### src/rtl/vbus_dma_responder.sv
// ----------------------------------------------------------------------------
// vbus_dma_responder : stalls the 68000 and serves VDP VBUS DMA reads from memory
// Revision 1.0
// ----------------------------------------------------------------------------
`timescale 1ns/1ps
`default_nettype none

module vbus_dma_responder #(
   parameter int TIMEOUT_CYCLES = 15,
   parameter int CNT_W          = 16
) (
   input  logic             CLK,
   input  logic             RST,
   input  logic             VBUS_DMA_REQ,
   output logic             VBUS_DMA_ACK,
   input  logic             VBUS_SEL,
   input  logic [23:0]      VBUS_ADDR,
   input  logic             VBUS_UDS_N,
   input  logic             VBUS_LDS_N,
   output logic [15:0]      VBUS_DATA,
   output logic             VBUS_DTACK_N,
   input  logic             M68_AS_N,
   output logic             CPU_HALT,
   output logic             MEM_REQ,
   output logic [22:0]      MEM_ADDR,
   output logic [1:0]       MEM_BE,
   input  logic [15:0]      MEM_RDATA,
   input  logic             MEM_VALID,
   output logic [CNT_W-1:0] DMA_WORDS
);

   localparam int TO_W = $clog2(TIMEOUT_CYCLES + 1);

   typedef enum logic [2:0] {
      S_IDLE     = 3'd0,
      S_WAIT_CPU = 3'd1,
      S_GRANTED  = 3'd2,
      S_MEM_WAIT = 3'd3,
      S_ACK      = 3'd4,
      S_RELEASE  = 3'd5
   } state_t;

   state_t            state_q,   state_d;
   logic              ack_q,     ack_d;
   logic              dtack_n_q, dtack_n_d;
   logic [15:0]       data_q,    data_d;
   logic              halt_q,    halt_d;
   logic              mem_req_q, mem_req_d;
   logic [22:0]       mem_addr_q, mem_addr_d;
   logic [1:0]        mem_be_q,  mem_be_d;
   logic [CNT_W-1:0]  words_q,   words_d;
   logic [TO_W-1:0]   wait_q,    wait_d;
   logic              addr_mapped;

   // ROM occupies the bottom 4 MB, work RAM the top 2 MB; everything else reads as open bus
   assign addr_mapped = (VBUS_ADDR <= 24'h3F_FFFF) || (VBUS_ADDR >= 24'hE0_0000);

   always_comb begin
      state_d    = state_q;
      ack_d      = ack_q;
      dtack_n_d  = dtack_n_q;
      data_d     = data_q;
      halt_d     = halt_q;
      mem_req_d  = 1'b0;
      mem_addr_d = mem_addr_q;
      mem_be_d   = mem_be_q;
      words_d    = words_q;
      wait_d     = wait_q;

      case (state_q)
         S_IDLE: begin
            if (VBUS_DMA_REQ) begin
               halt_d  = 1'b1;
               state_d = S_WAIT_CPU;
            end
         end
         S_WAIT_CPU: begin
            if (M68_AS_N) begin
               ack_d   = 1'b1;
               words_d = '0;
               state_d = S_GRANTED;
            end
         end
         S_GRANTED: begin
            if (VBUS_SEL) begin
               if (addr_mapped) begin
                  mem_addr_d = VBUS_ADDR[23:1];
                  mem_be_d   = {~VBUS_UDS_N, ~VBUS_LDS_N};
                  mem_req_d  = 1'b1;
                  wait_d     = '0;
                  state_d    = S_MEM_WAIT;
               end else begin
                  data_d  = 16'hFFFF;
                  state_d = S_ACK;
               end
            end else if (!VBUS_DMA_REQ) begin
               ack_d   = 1'b0;
               state_d = S_RELEASE;
            end
         end
         S_MEM_WAIT: begin
            if (MEM_VALID) begin
               data_d    = MEM_RDATA;
               dtack_n_d = 1'b0;
               state_d   = S_ACK;
            end else if (wait_q == TO_W'(TIMEOUT_CYCLES)) begin
               data_d    = 16'hFFFF;
               dtack_n_d = 1'b0;
               state_d   = S_ACK;
            end else begin
               wait_d = wait_q + TO_W'(1);
            end
         end
         S_ACK: begin
            // Unmapped reads enter here with DTACK still high and assert it one cycle later
            if (!VBUS_SEL) begin
               dtack_n_d = 1'b1;
               words_d   = words_q + CNT_W'(1);
               state_d   = S_GRANTED;
            end else begin
               dtack_n_d = 1'b0;
            end
         end
         S_RELEASE: begin
            halt_d  = 1'b0;
            state_d = S_IDLE;
         end
         default: begin
            state_d = S_IDLE;
         end
      endcase
   end

   always_ff @(posedge CLK) begin
      if (RST) begin
         state_q    <= S_IDLE;
         ack_q      <= 1'b0;
         dtack_n_q  <= 1'b1;
         data_q     <= 16'h0000;
         halt_q     <= 1'b0;
         mem_req_q  <= 1'b0;
         mem_addr_q <= '0;
         mem_be_q   <= '0;
         words_q    <= '0;
         wait_q     <= '0;
      end else begin
         state_q    <= state_d;
         ack_q      <= ack_d;
         dtack_n_q  <= dtack_n_d;
         data_q     <= data_d;
         halt_q     <= halt_d;
         mem_req_q  <= mem_req_d;
         mem_addr_q <= mem_addr_d;
         mem_be_q   <= mem_be_d;
         words_q    <= words_d;
         wait_q     <= wait_d;
      end
   end

   assign VBUS_DMA_ACK = ack_q;
   assign VBUS_DTACK_N = dtack_n_q;
   assign VBUS_DATA    = data_q;
   assign CPU_HALT     = halt_q;
   assign MEM_REQ      = mem_req_q;
   assign MEM_ADDR     = mem_addr_q;
   assign MEM_BE       = mem_be_q;
   assign DMA_WORDS    = words_q;

endmodule

`default_nettype wire

### config.mk
export PLATFORM = sky130hd
export DESIGN_NAME = vbus_dma_responder
export DESIGN_NICKNAME = d
export VERILOG_FILES = /design/src/rtl/vbus_dma_responder.sv
export SDC_FILE = /design/constraint.sdc
export NUM_CORES = 1
export LEC_CHECK = 0
export CAP_MARGIN = 20
export CORE_UTILIZATION = 41
export CTS_BUF_LIST = sky130_fd_sc_hd__clkbuf_4 sky130_fd_sc_hd__clkbuf_8
export CTS_CLUSTER_DIAMETER = 120
export DETAILED_ROUTE_END_ITERATION = 10
export PLACE_DENSITY = 0.88
export SYNTH_ARGS = -nofsm -noshare
export SYNTH_HDL_FRONTEND = slang
export SYNTH_SLANG_ARGS = --single-unit
### constraint.sdc
create_clock -name CLK -period 1.65 [get_ports CLK]
set_input_delay 0.4125 -clock CLK [delete_from_list [all_inputs] [get_ports CLK]]
set_output_delay 0.4125 -clock CLK [all_outputs]
set_load 0.005 [all_outputs]
Word level (Yosys, flattened, before mapping)
Index checks and enable logic that the tools add are counted.
{ "classes": {"n_div": 0, "shift": 0, "n_eq_ne": 18, "magnitude_cmp": 2, "muxes": 33, "add_sub_neg": 2, "n_bitwise": 4, "n_reduce_logical": 16, "mul": 0} }
{ "ops": {"columns": ["cell", "count"], "rows": [
  ["$mux W16", 6],
  ["$pmux W16 S2", 2],
  ["$ge A24 B24 Y1 const B", 1],
  ["$le A24 B22 Y1 const B", 1],
  ["$mux W3", 8],
  ["$ne A2 B2 Y1 const B", 10],
  ["$add A16 B1 Y16 const B", 1],
  ["$mux W4", 4],
  ["$pmux W3 S5", 1],
  ["$reduce_and A5 Y1", 2],
  ["$reduce_bool A2 Y1", 5],
  ["$mux W1", 8],
  ["$pmux W4 S2", 1],
  ["$reduce_and A4 Y1", 2],
  ["$eq A3 B2 Y1 const B", 2],
  ["$eq A3 B3 Y1 const B", 2],
  ["$ne A3 B3 Y1 const B", 2],
  ["$pmux W1 S2", 3],
  ["$reduce_and A3 Y1", 2],
  ["$add A4 B1 Y4 const B", 1],
  ["$eq A4 B4 Y1 const B", 1],
  ["$not A1 Y1", 4],
  ["$reduce_and A2 Y1", 2],
  ["$eq A3 B1 Y1 const B", 1],
  ["other kinds (3)", 3]
]} }
{ "word_totals": {"latch_bits": 0, "register_bits": 68, "wordCells": 85, "out_inout_bits": 61, "ramBits": 0, "memories": 0, "input_bits": 48, "mem_bits_ro": 0} }

Longest topological paths before layout
{ "depth": {"word_depth": 5, "mapped_depth": 7, "ltp_nobuf": 5} }

Least setup slack after synthesis
OpenSTA, ideal clock, no wires.
{ "synth_path": {"path_kind": "register to register", "start": "register state_q[0]", "end": "register words_q[7] (netlist: DMA_WORDS[7])", "required_ns": 1.585, "path_stages_with_launch": 7, "arrival_time_ns": 1.646, "slack_ns": -0.061, "setup_ns": 0.065, "n_path_buf": 2, "cell_sequence": "dfxtp_1 > buf_6 > or4b_4 > buf_6 > nor3_1 > mux2_1 > nor2_1"} }
{ "synth_via": {"elab_chain_cells": 3, "word_cells_on_any_way": 7, "classes_between": "eq/ne: 4; mux: 1; reduce/logical: 2"} }
{ "synth_lines": {"columns": ["item", "line_no", "text"], "rows": [
  ["start, declared", "43", "state_t state_q, state_d;"],
  ["start signal, assigned", "147", "state_q <= state_d;"],
  ["$eq A3 B1 Y1 / $eq A3 B3 Y1 (equally long branches)", "70", "case (state_q)"],
  ["$ne A2 B2 Y1 (no line) / $reduce_bool A2 Y1 (equally long branches)", null, null],
  ["$reduce_and A3 Y1 (no line)", null, null],
  ["end signal, assigned", "155", "words_q <= words_d;"],
  ["end, declared", "51", "logic [CNT_W-1:0] words_q, words_d;"]
]} }
Parallel ways exist; a longest one is shown, timed or not.
A chain may end at the register's enable or synchronous reset.

Final worst setup path
{ "layout_path": {"start": "register state_q[2]", "end": "register state_q[0]"} }
{ "layout_via": {"elab_chain_cells": 3, "word_cells_on_any_way": 12, "classes_between": "eq/ne: 9; mux: 1; reduce/logical: 2"} }
{ "layout_lines": {"columns": ["item", "line_no"], "rows": [
  ["$eq A3 B2 Y1, or another cell as far along", "70"],
  ["$ne A3 B3 Y1 (no line) / $ne A2 B2 Y1 (equally long branches)", null],
  ["$reduce_and A5 Y1 (no line)", null]
]} }
Parallel ways exist; a longest one is shown, timed or not.

==> results.md <==
- Fill count: 497
- CTS tree: done
- Combinational power share: 26.8%
- Total core area: 6870 sq um
- IO buf count: 107
- Largest net degree at the start of global routing: 25
- Max Root-Sink Buffers: 2
- Count of final setup violators: 9
- Post-synth EDFFs: 0
- Die Span Y: 87.0 um
- Async SR Flop Fraction: 0%
- Root buffer cell: clkbuf_8
- Synth top area cells: dfxtp_1, a21oi_1, nand2_1
- Netlist Area Pre-Place: 2960 sq um
- Flops & latches, synth: 68
- Final ANT Viol Nets: 0
- Worst slack at placement: -0.502 ns
- Final Net Count: 556
- Fin worst setup slack: -0.0996 ns
- Ys Warns: 0
- Startpoint types: flop
- Synth Instances: 361
- Worst path required time: 1.94 ns
- P per Cell Area: 955 nW/um^2
- Min Tclk post-route: 1.75 ns
- Drt first pass iters: 5
- Worst VDD drop: 0.695 mV
- Num CTS Buffers: 9
- Boundary Pins: 109
- Failing checks: negative setup slack
- Placed cell areas: 4370 sq um
- Layout cell share with drive strength beyond 1: 20.5%
- Status: finished with violations
- Syn_nets: 411
- Final worst path period share: 106%
- CTS Sinks: 68
- Leakage: 2.02 nW
- Total GRT Usage: 23.9%
- Worst-Skew Late Latency: 0.35 ns
- Register Area: 1420 sq um
- Max-cap violation count: 0
- Fraction of power spent switching nets: 29.5%
- Worst setup EP type: flop
- CTS H-tree lvls: 3
- Max-slew headroom: 64.6%
- Post-route cell area: 4890 sq um
- Clock share of power: 34.6%
- Antenna violations before repair: 0
- Synthesis-to-finish area growth: 65.1%
- Fmax: 572 MHz
- Post-synth cell types: 52
- Die W: 87.0 um
- Clock Skew: 0.0110 ns
- # rows: 30
- CP arrival: 2.04 ns
- Post-synthesis sequential area ratio: 46.0%
- GPL Wtd Cong: 0.890
- RSZ-0062 raised after global routing: yes
- Post-synth top cells: dfxtp_1, nand2_1, a21oi_1, nor2_1, clkbuf_1
- Top-count cell post-synth: dfxtp_1
- Min-Delay Path Class: flop to flop
- Initial DRC Count: 237
- Ys flop type: dfxtp_1
- Slew @ Worst Pin: 0.523 ns
- Crit path max fanout: 16
- Fin. max-slew vios: 0
- CTS clock-pin slew for the worst setup and hold paths: 0.08 ns
- Initial Util: 43.1%
- Die area: 7560 sq um
- Psw: 0.00138 W
- Yosys top cell by area: dfxtp_1
- Vias per cell: 5.58
- Internal power: 0.00329 W
- Final wirelength: 10,200 um
- Drt drc: 0
- Post-layout util: 71.2%
- Routed WL per cell: 16.8 um
- Routed vias: 3,385
- Ant. Diodes: 0
- Final Hold Vio Count: 0
- Area occupied by multi-input gates: 1570 sq um
- Synth top area share: 46.0%
- Avg Cell Area, Syn: 8.20 sq um
- DPL Wire Length: 6040 um
- GRT overflow: 0
- Post-Route Setup TNS: -0.319 ns
- First-pass GRT wire length: 14,100 um
- Sequential Power Share: 38.6%
- Vias in the first global route: 3,008
- Crit Path Class: flop to flop
[metal layers]
layer	vias up	share of wire, %	track usage (%)
li1	1587	-	-
met1	1590	40	30.1
met2	172	50	38.4
met3	36	6.4	4.17
met4	0	2.9	13.5
met5	-	0	0
[power groups by stage]
stage               sequential, W  combinational, W  clock (W)
finish                    0.00180           0.00125    0.00162
CTS                       0.00181           0.00112    0.00162
global route              0.00181           0.00133    0.00171
global placement          0.00185           0.00107          0
floorplan                 0.00186          0.000562          0
detailed placement        0.00185           0.00110          0
[final timing paths]
check	start	endpoint	slack, ns	depth (start not counted)
max	state_q[2]	state_q[0]	-0.1	5
min	MEM_ADDR[6]	MEM_ADDR[6]	0.46	2
max reg2reg	state_q[2]	state_q[0]	-0.1	5
min reg2reg	MEM_ADDR[6]	MEM_ADDR[6]	0.46	2
[cell type report]
class	count	area share [%]
tap	96	2.46
multi-input combinational	265	32.1
sequential	68	29.0
timing repair buffer	158	31.3
inverter	4	0.307
clock buffer	11	3.10
clock inverter	5	1.71
[kinds of logic after synthesis]
family / synth area share [%]
and+or+nand+nor: 26.3
AOI/OAI and AO/OA: 20.1
DFF: 46.0
buffers and inverters: 4.18
xor gates and xnor gates: 1.18
muxes: 1.39
adders and majority gates: 0.845
[cells in the final DEF, fill, tap and decap left out, drive strengths merged, types with 3 or more instances in the layout]
master	instances
clkdlybuf4s50	87
dfxtp	68
nand2	58
buf	52
a21oi	51
nor2	40
dlymetal6s2s	17
nor3	17
clkbuf	11
o21ai	10
nand3	9
nand4	6
inv	4
o2111ai	4
a211oi	4
a31oi	4
and3	4
or3	3
o31ai	3
mux2i	3
a311oi	3
or4	3
nor4b	3
[worst max-delay path: stages (launching register included)]
cell and delay (ns):
dfxtp_1 0.33, buf_4 0.20, nor4b_1 0.52, a22oi_2 0.17, a211oi_1 0.33, a41o_1 0.14
[stage by stage]
step	std cells	total power, W	hold WS (ns)
after floorplan	361	0.00242	0.453
after global placement	580	0.00292	0.441
after detailed placement	580	0.00295	0.447
after CTS	600	0.00455	0.456
after global routing	607	0.00485	0.477
final	607	0.00467	0.456
[what timing repair did]
item,CTS,global route
hold buffers,0,0
pin swaps,3,5
endpoints found under the setup margin,67,69
buffers inserted,3,5
gates resized for setup,30,44
cloned,1,2
[sequential cells by signal, indices dropped and copies added, names as in the netlist]
name and count:
wait_q 4, state_q 3, DMA_WORDS 16, MEM_BE 2, MEM_REQ 1, MEM_ADDR 23
CPU_HALT 1, VBUS_DMA_ACK 1, VBUS_DATA 16, VBUS_DTACK_N 1
Note: power is estimated with default switching activity, not from simulation.
